### config.mk
export PLATFORM = sky130hd
export DESIGN_NAME = ltc5548_sys_pio_edge_irq
export DESIGN_NICKNAME = d
export VERILOG_FILES = /design/src/rtl/ltc5548_sys_pio_edge_irq_pkg.sv /design/src/rtl/ltc5548_sys_pio_dbnc_bit.sv /design/src/rtl/ltc5548_sys_pio_edge_irq.sv
export SDC_FILE = /design/constraint.sdc
export NUM_CORES = 1
export LEC_CHECK = 0
export ABC_AREA = 1
export BUFFER_PORTS_ARGS = -buffer_cell sky130_fd_sc_hd__buf_2
export CAP_MARGIN = 20
export CORE_MARGIN = 5
export CORE_UTILIZATION = 30
export CTS_BUF_LIST = sky130_fd_sc_hd__clkbuf_16
export DETAILED_ROUTE_END_ITERATION = 16
export SKIP_LAST_GASP = 1
export SLEW_MARGIN = 40
export SYNTH_ARGS = -nofsm -noshare
export SYNTH_HDL_FRONTEND = slang
export SYNTH_SLANG_ARGS = --single-unit
### constraint.sdc
create_clock -name clk -period 2.3 [get_ports clk]
set_input_delay 0.115 -clock clk [delete_from_list [all_inputs] [get_ports clk]]
set_output_delay 0.115 -clock clk [all_outputs]
set_load 0.1 [all_outputs]
### src/rtl/ltc5548_sys_pio_edge_irq_pkg.sv
// Shared constants for the PIO edge-capture block: register word addresses and parameter limits.
// Latency: n/a (constants only).
// Backpressure: n/a.
package ltc5548_sys_pio_edge_irq_pkg;

    // Word addresses of the register map; 1 and 7 are holes that read as zero.
    localparam logic [2:0] ADDR_DATA    = 3'd0;
    localparam logic [2:0] ADDR_IRQMASK = 3'd2;
    localparam logic [2:0] ADDR_EDGECAP = 3'd3;
    localparam logic [2:0] ADDR_RISE_EN = 3'd4;
    localparam logic [2:0] ADDR_FALL_EN = 3'd5;
    localparam logic [2:0] ADDR_DBNC    = 3'd6;

    // Legal ranges of the top-level parameters.
    localparam int WIDTH_MIN = 1;
    localparam int WIDTH_MAX = 32;
    localparam int DB_W_MIN  = 1;
    localparam int DB_W_MAX  = 16;

endpackage

### src/rtl/ltc5548_sys_pio_dbnc_bit.sv
// One input bit: 2-flop synchroniser, saturating debounce counter, rise/fall detect on the debounced level.
// Latency: a step sampled by sync1 at edge k updates stable at edge k+2+dbnc; rise/fall are valid after that edge.
// Backpressure: none, processes one sample per clock.
// Ports: clk/reset_n; in_bit asynchronous input; dbnc extra cycles of agreement required;
//        stable debounced level; rise/fall single-cycle edge strobes.
module ltc5548_sys_pio_dbnc_bit
    import ltc5548_sys_pio_edge_irq_pkg::*;
#(
    parameter int DB_W = 16
) (
    input  logic            clk,
    input  logic            reset_n,
    input  logic            in_bit,
    input  logic [DB_W-1:0] dbnc,
    output logic            stable,
    output logic            rise,
    output logic            fall
);

    logic            sync1;
    logic            sync2;
    logic            stable_d;
    logic [DB_W-1:0] cnt;

    always_ff @(posedge clk or negedge reset_n) begin
        if (!reset_n) begin
            sync1    <= 1'b0;
            sync2    <= 1'b0;
            stable   <= 1'b0;
            stable_d <= 1'b0;
            cnt      <= '0;
        end else begin
            sync1    <= in_bit;
            sync2    <= sync1;
            stable_d <= stable;
            if (sync2 == stable) begin
                cnt <= '0;
            end else if (cnt >= dbnc) begin
                // cnt earlier disagreeing cycles plus this one reach dbnc+1.
                // '>=' keeps this correct if dbnc is lowered while a count is running.
                stable <= sync2;
                cnt    <= '0;
            end else if (cnt != '1) begin
                cnt <= cnt + 1'b1;
            end
        end
    end

    assign rise = stable & ~stable_d;
    assign fall = ~stable & stable_d;

endmodule

### src/rtl/ltc5548_sys_pio_edge_irq.sv
// Memory-mapped PIO: debounced inputs, per-bit rise/fall edge capture (W1C) and a masked level interrupt.
// Latency: readdata one clock after address; input step to EDGECAP set is 3+DBNC clocks; irq combinational from EDGECAP.
// Backpressure: none, the slave accepts a write or read every clock.
// Ports: clk/reset_n; address/chipselect/write_n/writedata slave bus; in_port async inputs;
//        readdata registered read data; irq level interrupt.
module ltc5548_sys_pio_edge_irq #(
    parameter int WIDTH = 8,
    parameter int DB_W  = 16
) (
    input  logic             clk,
    input  logic             reset_n,
    input  logic [2:0]       address,
    input  logic             chipselect,
    input  logic             write_n,
    input  logic [31:0]      writedata,
    input  logic [WIDTH-1:0] in_port,
    output logic [31:0]      readdata,
    output logic             irq
);

    import ltc5548_sys_pio_edge_irq_pkg::*;

    logic             wr_en;
    logic [WIDTH-1:0] stable_vec;
    logic [WIDTH-1:0] rise_vec;
    logic [WIDTH-1:0] fall_vec;
    logic [WIDTH-1:0] irq_mask;
    logic [WIDTH-1:0] edgecap;
    logic [WIDTH-1:0] rise_en;
    logic [WIDTH-1:0] fall_en;
    logic [DB_W-1:0]  dbnc;
    logic [WIDTH-1:0] cap_set;
    logic [WIDTH-1:0] cap_clr;
    logic [31:0]      rd_mux;
    logic             unused_wdata;

    // Upper writedata bits have no storage when WIDTH or DB_W is narrower than the bus.
    assign unused_wdata = ^writedata;

    assign wr_en = chipselect & ~write_n;

    for (genvar i = 0; i < WIDTH; i++) begin : g_bit
        ltc5548_sys_pio_dbnc_bit #(
            .DB_W (DB_W)
        ) u_bit (
            .clk     (clk),
            .reset_n (reset_n),
            .in_bit  (in_port[i]),
            .dbnc    (dbnc),
            .stable  (stable_vec[i]),
            .rise    (rise_vec[i]),
            .fall    (fall_vec[i])
        );
    end

    assign cap_set = (rise_en & rise_vec) | (fall_en & fall_vec);
    assign cap_clr = (wr_en && address == ADDR_EDGECAP) ? writedata[WIDTH-1:0] : '0;

    always_ff @(posedge clk or negedge reset_n) begin
        if (!reset_n) begin
            irq_mask <= '0;
            edgecap  <= '0;
            rise_en  <= '1;
            fall_en  <= '0;
            dbnc     <= '0;
        end else begin
            // Clear is applied after set so software never loses a clear to a racing edge.
            edgecap <= (edgecap | cap_set) & ~cap_clr;
            if (wr_en) begin
                case (address)
                    ADDR_IRQMASK: irq_mask <= writedata[WIDTH-1:0];
                    ADDR_RISE_EN: rise_en  <= writedata[WIDTH-1:0];
                    ADDR_FALL_EN: fall_en  <= writedata[WIDTH-1:0];
                    ADDR_DBNC:    dbnc     <= writedata[DB_W-1:0];
                    default: ;
                endcase
            end
        end
    end

    always_comb begin
        rd_mux = '0;
        case (address)
            ADDR_DATA:    rd_mux = 32'(stable_vec);
            ADDR_IRQMASK: rd_mux = 32'(irq_mask);
            ADDR_EDGECAP: rd_mux = 32'(edgecap);
            ADDR_RISE_EN: rd_mux = 32'(rise_en);
            ADDR_FALL_EN: rd_mux = 32'(fall_en);
            ADDR_DBNC:    rd_mux = 32'(dbnc);
            default:      rd_mux = '0;
        endcase
    end

    // Loaded every clock regardless of chipselect: fixed one-cycle read latency.
    always_ff @(posedge clk or negedge reset_n) begin
        if (!reset_n) begin
            readdata <= '0;
        end else begin
            readdata <= rd_mux;
        end
    end

    assign irq = |(edgecap & irq_mask);

endmodule

# ---- After elaboration in Yosys (flattened, before gate mapping)
# Index checks and enable logic that the tools add are counted.
dict set report classes {
  add_sub_neg 8
  order_cmp 8
  n_eq_ne 21
  mux 26
  n_bitwise 49
  reduce_logical 23
}
# cell count
set ops {}
lappend ops {{$mux W16} 24}
lappend ops {{$add A16 B1 Y16 const B} 8}
lappend ops {{$ge A16 B16 Y1} 8}
lappend ops {{$ne A16 B16 Y1 const B} 8}
lappend ops {{$pmux W16 S6} 1}
lappend ops {{$and A8 B8 Y8} 4}
lappend ops {{$not A1 Y1} 25}
lappend ops {{$reduce_and A2 Y1} 12}
lappend ops {{$reduce_bool A3 Y1} 8}
lappend ops {{$and A1 B1 Y1} 17}
lappend ops {{$or A8 B8 Y8} 2}
lappend ops {{$eq A3 B3 Y1 const B} 3}
lappend ops {{$eq A1 B1 Y1} 8}
lappend ops {{$mux W8} 1}
lappend ops {{$not A8 Y8} 1}
lappend ops {{$reduce_or A8 Y1} 1}
lappend ops {{$eq A3 B2 Y1 const B} 2}
lappend ops {{$logic_not A3 Y1} 1}
lappend ops {{$logic_and A1 B1 Y1} 1}
dict set report totals {
  register_bits 240
  inputBits 47
  out_inout_bits 33
  wordCells 181
}

# ---- Depth between registers and ports, before layout
dict set report logic_depth {
  word_depth 6
  ltp_mapped 13
  mapped_depth_nobuf 13
}

# ---- Modules after synthesis
# Synthesis repeated with hierarchy kept, for this count alone.
dict set report hier_totals {
  hier_cells 2112
  hier_area_um2 15457.3
}
# module n_inst cells_per_inst area_per_inst_um2 seq_area_each_um2
set modules_own_cells {}
lappend modules_own_cells {ltc5548_sys_pio_dbnc_bit 8 215 1530.2 500.5}
lappend modules_own_cells {ltc5548_sys_pio_edge_irq 1 392 3215.6 1611.5}

# ---- Worst setup path before layout
# Ideal clock, no wire load.
dict set report synth_timing {
  kind {flip-flop to flip-flop}
  start {reg dbnc[15]}
  end {reg g_bit[2].u_bit.cnt[10]}
  setup_time_ns 0.071
  t_arrival_ns 1.700
  required_time_ns 2.229
  slack_ns 0.529
  path_stages_with_launch 9
  path_buffers 1
  synth_period_minus_slack_ns 1.771
  path_cell_list {dfrtp_1 -> inv_1 -> ha_1 -> a21oi_1 -> o21ai_1 -> nor2_1 -> nand3_1 -> buf_2 -> nor2_1}
}
dict set report synth_between {
  elab_chain_cells 3
  word_cells_on_any_way 4
  cone_classes {1 x order compare; 2 x mux; 1 x reduce/logical}
}
# item line_no
set synth_lines {}
lappend synth_lines {{from (decl)} ltc5548_sys_pio_edge_irq.sv:31} ;# logic [DB_W-1:0] dbnc;
lappend synth_lines {{from (signal assigned)} ltc5548_sys_pio_edge_irq.sv:74} ;# ADDR_DBNC: dbnc <= writedata[DB_W-1:0];
lappend synth_lines {{$ge A16 B16 Y1 (*)} ltc5548_sys_pio_dbnc_bit.sv:38} ;# end else if (cnt >= dbnc) begin
lappend synth_lines {{$mux W16} ltc5548_sys_pio_dbnc_bit.sv:38}
lappend synth_lines {{$mux W16} ltc5548_sys_pio_dbnc_bit.sv:36} ;# if (sync2 == stable) begin
lappend synth_lines {{to (signal assigned)} ltc5548_sys_pio_dbnc_bit.sv:44} ;# cnt <= cnt + 1'b1;
lappend synth_lines {{to (decl)} ltc5548_sys_pio_dbnc_bit.sv:23} ;# logic [DB_W-1:0] cnt;
# Every way passes the cells marked *; elsewhere a longest branch is shown, timed or not.
# A chain may end at the register's enable or synchronous reset.

# ---- Final worst setup path
dict set report layout_timing {
  start {reg dbnc[15]}
  end {reg g_bit[3].u_bit.cnt[12]}
}
dict set report layout_between {
  elab_chain_cells 3
  word_cells_on_any_way 4
  cone_classes {1 x order compare; 2 x mux; 1 x reduce/logical}
}
# item line_no
set layout_lines {}
lappend layout_lines {{$ge A16 B16 Y1 (*)} ltc5548_sys_pio_dbnc_bit.sv:38}
lappend layout_lines {{$mux W16} ltc5548_sys_pio_dbnc_bit.sv:38}
lappend layout_lines {{$mux W16} ltc5548_sys_pio_dbnc_bit.sv:36}
lappend layout_lines {{to (signal assigned)} ltc5548_sys_pio_dbnc_bit.sv:44}
lappend layout_lines {{to (decl)} ltc5548_sys_pio_dbnc_bit.sv:23}
# Marks and branches as above.

==> run summary <==
Outcome: finished, final reports clean
CP required: 2.76 ns
H-tree level count: 1
Chip height: 228 um
Layout net count: 2170
Synth Warn #: 0
Sequential area share after synthesis: 0.392
Root Buffer: clkbuf_16
Largest family of logic cells by synthesized area: simple AND/OR/NAND/NOR gates
Leak: 8.36 nW
Final Cycle Share: 0.885
RR Endpoint: g_bit[3].u_bit.cnt[12]
Crit Path Max Fanout: 7
Cells after Synth: 1865
Max_slew headroom: 0.571
Commonest cells post-synth: 459 x nand2_1, 264 x nor2_1, 216 x dfrtp_1
Top-count cell post-synth: nand2_1
Post-Synth Simple-Gate Area: 0.290
Worst-path clk slew: 0.06 ns
Share of post-route cells with drive strength above 1: 0.102
# rows: 80
TritonCTS Buffers: 27
Share of the synthesized area in the top cell type: 0.378
Initial Util: 0.302
Detailed Route WL: 38500 um
Final Power: 10.9 mW
Remaining Overflow, GRT: 0
Max Fclk: 0.491 GHz
CTS sink cnt: 224
Initial antenna violation count: 2
Clock skew: 0.0111 ns
Synth Area in XOR/XNOR: 0.0213
Compound-Gate Fraction of Synth Area: 0.103
Max Cap Viol: 0
Mux contribution to synthesized area: 0
Vias in the first global route: 12248
Antenna Nets Post-Route: 0
Routed WL per cell: 14.7 um
Number of gates resized after cts: 0
Finish-stage setup viols: 0
CTS max path bufs: 3
Crit path arrival time: 2.50 ns
Clock latency on the worst-skew pair: 0.55 ns
Critical Path Start Type: flip-flop
Iter 0 DRT Violations: 928
Pins Over Slew Limit: 0
Vias per inst: 4.81
Slew @ Worst Pin: 0.643 ns
Die width: 228 um
CP Class: reg -> reg
Adder-cell share of the synthesized area: 0.119
DP HPWL: 28100 um
RR Startpoint: dbnc[15]
Ys async rst share: 1.00
First-pass GRT wire length: 63800 um
Post-Syn Area: 14300 um2
Port bufs: 47
Global-route usage over all layers: 0.147
Slowest CP cell: dfrtp_1
Final-report hold violation count: 0
I/O pin total: 80
CORE AREA: 47400 um2
Yosys reg bits: 224
Worst path max stage delay: 0.36 ns
Pwr/cell area: 652 nW/um2
Post-synth EDFFs: 0
TritonCTS clock tree: built
Setup total negative slack: 0 ns
Peak VDD IR: 559 uV
Crit. End Element: flip-flop
Top cell by count, worst path: nor2_1
Layout Area Growth over Synthesis: 16.7%
Vias: 12626
Area contributors post-synth: dfrtp_1 38%, nand2_1 12%, ha_1 12%
# DRC: 0
RSZ-0062 raised after global routing: no
Cell accounting for the most synthesized area: dfrtp_1
Routability Congestion: 0.831
Die ar.: 52200 um2
Cell count of the worst reg-to-reg path: 8
DRT Pass-1 Iters: 5
HP Class: in -> async
Largest net degree at the start of global routing: 67
Cell variety after synth: 47
Reg2Reg Setup Slack: 0.26 ns
CP cell instances: inv_1 > buf_4 > ha_1 > a21oi_1 > o21ai_0 > nor2_1 > nand4_1 > nor2_1
Min Tclk post-route: 2.04 ns
Synth Flop Type: dfrtp_1
Syn_area_per_cell: 7.67 um2
## power breakdown
group          switching [mW]  total [mW]  internal, mW
Combinational            1.66        2.46         0.800
Clock                    1.74        4.08          2.34
Sequential              0.141        4.34          4.20
## worst max path at each step
stage | from | to | cells past startpoint | slack (ns)
after global routing | dbnc[1] | g_bit[4].u_bit.stable | 13 | 0.09
after CTS | dbnc[15] | g_bit[3].u_bit.cnt[12] | 8 | 0.27
final | dbnc[15] | g_bit[3].u_bit.cnt[12] | 8 | 0.26
after detailed placement | dbnc[15] | g_bit[3].u_bit.cnt[8] | 8 | 0.28
after floorplan | dbnc[15] | g_bit[2].u_bit.cnt[10] | 8 | 0.53
after global placement | dbnc[7] | g_bit[7].u_bit.cnt[5] | 9 | 0.34
## state kept, by name, indices dropped and copies added, names as in the netlist
register	count
dbnc	16
edgecap	8
fall_en	8
g_bit.u_bit.cnt	128
g_bit.u_bit.stable	8
g_bit.u_bit.stable_d	8
g_bit.u_bit.sync1	8
g_bit.u_bit.sync2	8
irq_mask	8
readdata	16
rise_en	8
## per-layer routing
| layer | vias to the layer above | GRT usage | part of all wire |
|---|---|---|---|
| li1 | 6314 | - | - |
| met1 | 5948 | 0.213 | 0.48 |
| met2 | 312 | 0.236 | 0.44 |
| met3 | 50 | 0.0221 | 0.061 |
| met4 | 2 | 0.0295 | 0.020 |
| met5 | - | 0 | 0.00018 |
## final cells by class
cell class,count,area [um2]
Fill cell,5010,30700
Clock buffer,27,676
Antenna cell,1,2.50
Timing Repair Buffer,117,983
Tap cell,615,769
Inverter,218,818
Clock inverter,22,149
Sequential cell,224,5620
Multi-Input combinational cell,1399,7680
## layout by cell type (no fill, tap or decap), types with 10 or more instances in the layout
cell and instances:
o21ai_1 23, o21bai_1 19, a21oi_1 101, nand3_1 119, buf_4 33, inv_2 13, dfrtp_1 216, inv_1 210
nor2_4 10, nor2_1 263, dlygate4sd3_1 25, o22ai_1 17, xor2_1 28, o21ai_0 84, nand4_1 34, conb_1 16
nor3_1 14, ha_1 136, clkbuf_16 27, nand2_1 459, buf_12 12, buf_2 46
## what timing repair did
item / CTS / global route
hold buffers: 25 / 0
buffers inserted: 0 / 0
hold endpoints to repair: 125 / 0
endpoints found under the setup margin: 0 / 0
## worst max-delay path: cells and delay by family (launching register included)
kind                       cells  cell delay [ns]
and+or+nand+nor                3             0.74
DFF                            1             0.36
buffers and inverters          2             0.29
adders and majority gates      1             0.29
AOI/OAI and AO/OA              2             0.25
## through the flow
stage	hold slack, ns	worst slack (ns)	util	instances	area (um2)
after floorplan	-0.181	0.529	-	1880	14400
after global placement	0.140	0.343	0.329	2548	15600
after detailed placement	0.141	0.279	0.329	2548	15600
after CTS	0.119	0.271	0.352	2622	16700
after global routing	0.170	0.0873	0.352	2622	16700
final	0.144	0.264	0.352	2623	16700
## cells by family (layout without fill, tap and decap cells)
kind of cell / after synthesis / after routing
simple gates: 947 / 947
xor+xnor: 34 / 34
fa+ha+maj: 136 / 136
flops: 224 / 224
buf+inv: 257 / 384
compound gates: 266 / 266
other cells: 1 / 17
Note: power is estimated with default switching activity, not from simulation.
